File: src/rtl/bin_to_bcd_seq.sv
// Sequential binary-to-BCD converter using shift-and-add-3, one operand bit per clock.
// A start/done handshake requests a conversion and presents the packed BCD result.
module bin_to_bcd_seq #(
    parameter int BIN_WIDTH = 8,
    parameter int DIGITS    = 3,
    parameter int BCD_WIDTH = 4
) (
    input  logic                          clk,
    input  logic                          rst,
    input  logic                          start,
    input  logic [BIN_WIDTH-1:0]          bin,
    output logic                          busy,
    output logic                          done,
    output logic [DIGITS*BCD_WIDTH-1:0]   bcd,
    output logic                          overflow
);

    localparam int DW = DIGITS * BCD_WIDTH;
    localparam int CW = $clog2(BIN_WIDTH + 1);
    localparam logic [CW-1:0] LAST = CW'(BIN_WIDTH - 1);

    typedef enum logic [1:0] {IDLE, CONVERT, DONE} state_t;

    state_t               state;
    logic [BIN_WIDTH-1:0] shreg;
    logic [DW-1:0]        scratch;
    logic [DW-1:0]        adj;
    logic [DW-1:0]        shifted;
    logic                 ovf_acc;
    logic                 spill;
    logic [CW-1:0]        count;

    // Add-3 correction on every digit, then shift one operand bit into digit 0.
    always_comb begin
        adj = scratch;
        for (int i = 0; i < DIGITS; i++) begin
            if (scratch[i*BCD_WIDTH +: BCD_WIDTH] >= BCD_WIDTH'(5))
                adj[i*BCD_WIDTH +: BCD_WIDTH] = scratch[i*BCD_WIDTH +: BCD_WIDTH] + BCD_WIDTH'(3);
        end
        shifted = {adj[DW-2:0], shreg[BIN_WIDTH-1]};
        spill   = adj[DW-1];
    end

    always_ff @(posedge clk) begin
        if (rst) begin
            state    <= IDLE;
            busy     <= 1'b0;
            done     <= 1'b0;
            bcd      <= '0;
            overflow <= 1'b0;
            count    <= '0;
            shreg    <= '0;
            scratch  <= '0;
            ovf_acc  <= 1'b0;
        end else begin
            case (state)
                IDLE, DONE: begin
                    done <= 1'b0;
                    if (start) begin
                        shreg   <= bin;
                        scratch <= '0;
                        ovf_acc <= 1'b0;
                        count   <= '0;
                        busy    <= 1'b1;
                        state   <= CONVERT;
                    end else begin
                        state <= IDLE;
                    end
                end
                CONVERT: begin
                    scratch <= shifted;
                    shreg   <= shreg << 1;
                    ovf_acc <= ovf_acc | spill;
                    // The final shift result goes straight to the outputs on the same edge.
                    if (count == LAST) begin
                        busy     <= 1'b0;
                        done     <= 1'b1;
                        bcd      <= shifted;
                        overflow <= ovf_acc | spill;
                        state    <= DONE;
                    end else begin
                        count <= count + 1'b1;
                    end
                end
                default: state <= IDLE;
            endcase
        end
    end

endmodule
File: config.mk
export PLATFORM = sky130hd
export DESIGN_NAME = bin_to_bcd_seq
export DESIGN_NICKNAME = d
export VERILOG_FILES = /design/src/rtl/bin_to_bcd_seq.sv
export SDC_FILE = /design/constraint.sdc
export NUM_CORES = 1
export LEC_CHECK = 0
export CAP_MARGIN = 15
export CORE_MARGIN = 5
export CORE_UTILIZATION = 54
export DETAILED_ROUTE_END_ITERATION = 16
export DONT_BUFFER_PORTS = 1
export GPL_ROUTABILITY_DRIVEN = 0
export GPL_TIMING_DRIVEN = 1
export PLACE_DENSITY = 0.68
export SKIP_LAST_GASP = 1
export SLEW_MARGIN = 20
export SYNTH_ARGS = -nofsm -noshare
export SYNTH_HDL_FRONTEND = slang
export SYNTH_SLANG_ARGS = --single-unit
File: constraint.sdc
create_clock -name clk -period 2.09 [get_ports clk]
set_clock_uncertainty 0.15 [all_clocks]
set_input_delay 0.3135 -clock clk [delete_from_list [all_inputs] [get_ports clk]]
set_output_delay 0.3135 -clock clk [all_outputs]
set_load 0.1 [all_outputs]
==> reports/results.txt <==
Power per cell area - 667 nW/µm²
Post-CTS Repair Setup Buffers - 0
Avg Synthesized Cell Area - 8.89 µm²
Crit. Startpoint - scratch[8]$_SDFFE_PP0P_
Fin nets - 243
DP HPWL - 2870 µm
First-pass GRT wire length - 6670 µm
Final Hold Vio Count - 0
Crit path capture - scratch[10]$_SDFFE_PP0P_
Vias in the first global route - 1495
Status - completed
Root buffer cell - clkbuf_4
Reg-to-reg slack, setup - 0.20 ns
Syn Nets - 222
Synth unique cells - 34
Setup TNS - 0 ns
Slew HR - 62.8%
Combinational family with the most area after synthesis - simple AND/OR/NAND/NOR gates
Via density - 5.73
Resized cells post-CTS - 0
CP Cell Sequence - inv_1, ha_1, nand2b_1, a21oi_1, mux2_2, a2bb2o_1
Max stage delay on crit path - 0.38 ns
Worst setup SP type - flip-flop
TritonRoute pass-1 iters - 4
CTS Sinks - 42
Total track usage - 19.3%
Final setup violation count - 0
Post-synthesis compound-gate area fraction - 19.8%
Via count - 1558
Crit Path Class - reg -> reg
Number of CTS-inserted buffers - 5
Initial DRC count - 118
Worst Max-Slew Pin Slew - 0.558 ns
# DRC - 0
R2R depth - 6
Top Ports - 26
Worst EP required - 2.23 ns
PnR worst setup slack - 0.201 ns
Die Ht - 67.9 µm
Initial antenna violation count - 0
CP max-delay cell - dfxtp_1
Proportion of layout cells with a drive suffix above 1 - 15.5%
Rows - 21
WP buf/inv - 1
Crit path arrival time - 2.03 ns
Die span in x - 67.9 µm
Final-report max-slew violation count - 0
Worst r2r dst - scratch[10]$_SDFFE_PP0P_
Total gr overflow - 0
Hold_buf cts - 3
Clock Pin Slew Worst Setup and Hold Paths - 0.12 ns
Unrepaired setup endpoints after global routing - false
Leak Pwr - 0.000771 µW
Post-Synth XOR/XNOR Area - 1.45%
Clk buf depth - 2
Core area - 3280 µm²
Die ar. - 4620 µm²
Adder-Cell Fraction of Synth Area - 4.83%
Final period utilization - 90.4%
Peak supply drop - 496 µV
Post-route ant nets - 0
Max Clock Freq - 529 MHz
Initial Utilization - 55.2%
Final min period - 1.89 ns
Setup WS pre-CTS - 0.279 ns
Delay-heaviest family, CP - compound AO/OA/AOI/OAI gates
Antenna diodes - 0
H-tree Lvls - 2
Synth Area in Simple Gates - 21.1%
Endpoint class of the critical path - flip-flop
Critical path depth - 6
Post-synthesis sequential area ratio - 46.4%
Synth Register Bits - 42
Hold Crit Class - in -> reg
Synthesis Warnings - 0
Mapped Area - 1810 µm²
Largest net degree at the start of global routing - 32
Max-Cap Viols - 0
Clk_lat worst skew - 0.35 ns
Total Wirelength - 4080 µm
Drt wl/cell - 15.0 µm
Mux cell area share after synthesis - 1.86%
I/O Buffers - 0
CP max FO - 5
Area growth from synthesis to layout - 14.2%
Critical R2R Launch - scratch[8]$_SDFFE_PP0P_
Mapped Cells - 204
CTS tree - built
==> report_power, final <==
group / internal, µW / total, µW / switching, µW
sequential: 822 / 835 / 13.5
combinational: 48.4 / 134 / 86.0
clock: 163 / 412 / 249
total: 1030 / 1380 / 348
==> stage by stage <==
step | total power (µW) | hold WS, ns | instances | util (%) | cell area, µm²
floorplan | 948 | 0.276 | 204 | - | 1810
global placement | 969 | 0.237 | 260 | 60.2 | 1980
detailed placement | 973 | 0.241 | 260 | 60.2 | 1980
CTS | 1390 | 0.00452 | 271 | 62.9 | 2070
global route | 1450 | 0.0311 | 272 | 63.0 | 2070
finish | 1380 | 0.0592 | 272 | 63.0 | 2070
==> registers in the layout, indices dropped and copies added, names as in the netlist <==
name / flops
bcd: 12
done: 1
overflow: 1
busy: 1
state: 2
ovf_acc: 1
count: 4
shreg: 8
scratch: 12
==> layer usage <==
metal	track usage, %	share of wire (%)	vias to the layer above
met1	24.2	42	737
met3	4.60	7.9	5
met4	7.94	0.74	0
met5	0	0	-
met2	31.5	49	42
li1	-	-	774
==> synthesized netlist by cell type <==
library cell | instances | area (µm²)
a211oi_1 | 6 | 45.0
a21boi_1 | 1 | 7.51
a21oi_1 | 14 | 70.1
a21oi_2 | 1 | 8.76
a22oi_1 | 2 | 15.0
a2bb2o_1 | 3 | 30.0
a311oi_1 | 1 | 8.76
and3b_1 | 1 | 8.76
buf_1 | 1 | 3.75
buf_2 | 6 | 30.0
buf_4 | 1 | 7.51
clkbuf_1 | 3 | 11.3
dfxtp_1 | 42 | 841
ha_1 | 7 | 87.6
inv_1 | 8 | 30.0
mux2_2 | 3 | 33.8
nand2_1 | 10 | 37.5
nand2b_1 | 11 | 68.8
nand3_1 | 5 | 25.0
nand3b_1 | 1 | 7.51
nand4b_1 | 1 | 8.76
nor2_1 | 22 | 82.6
nor2_2 | 1 | 6.26
nor2b_1 | 1 | 6.26
nor2b_2 | 1 | 8.76
nor3_1 | 13 | 65.1
nor3b_1 | 6 | 45.0
o211ai_1 | 2 | 15.0
o21ai_0 | 8 | 40.0
o22ai_1 | 12 | 75.1
o2bb2ai_1 | 2 | 17.5
o32ai_1 | 3 | 26.3
or3_1 | 2 | 12.5
xnor2_1 | 3 | 26.3
==> cell usage in the layout, fill, tap and decap left out, types with 5 or more instances in the layout <==
master,count
inv_1,8
nand2_1,10
clkbuf_4,5
nor3b_1,6
nor3_1,13
buf_4,21
nand2b_1,11
o22ai_1,12
a211oi_1,6
nor2_1,22
ha_1,7
a21oi_1,14
dfxtp_1,42
o21ai_0,8
nand3_1,5
==> worst reg2reg max path: stages, from the launching register on <==
cell,delay (ns)
dfxtp_1,0.38
inv_1,0.11
ha_1,0.24
nand2b_1,0.10
a21oi_1,0.24
mux2_2,0.38
a2bb2o_1,0.23
==> cells by family after synthesis <==
logic type                 Yosys count
and+or+nand+nor                     75
muxes                                3
buffers and inverters               19
xor gates and xnor gates             3
DFF                                 42
AOI/OAI and AO/OA                   55
adders and majority gates            7
==> worst min-delay path by stage <==
stage	from	end	slack, ns	depth (start not counted)
2_1_floorplan	ovf_acc$_SDFFE_PP0P_	ovf_acc$_SDFFE_PP0P_	0.28	2
3_3_place_gp	rst	scratch[11]$_SDFFE_PP0P_	0.24	1
3_5_place_dp	rst	scratch[7]$_SDFFE_PP0P_	0.24	1
4_1_cts	rst	bcd[5]$_SDFFE_PP0P_	0.005	2
5_1_grt	bin[6]	shreg[6]$_SDFFE_PP0P_	0.03	2
6_report	bin[4]	shreg[4]$_SDFFE_PP0P_	0.06	2
==> cell type report <==
| cell class | instances | area, µm² |
|---|---|---|
| tap | 46 | 57.6 |
| timing repair buffer | 25 | 193 |
| inverter | 8 | 30.0 |
| fill | 296 | 1210 |
| sequential | 42 | 841 |
| clock inverter | 1 | 5.00 |
| multi-input combinational | 143 | 890 |
| clock buffer | 7 | 55.1 |
Power figures use the tool's default switching activity.
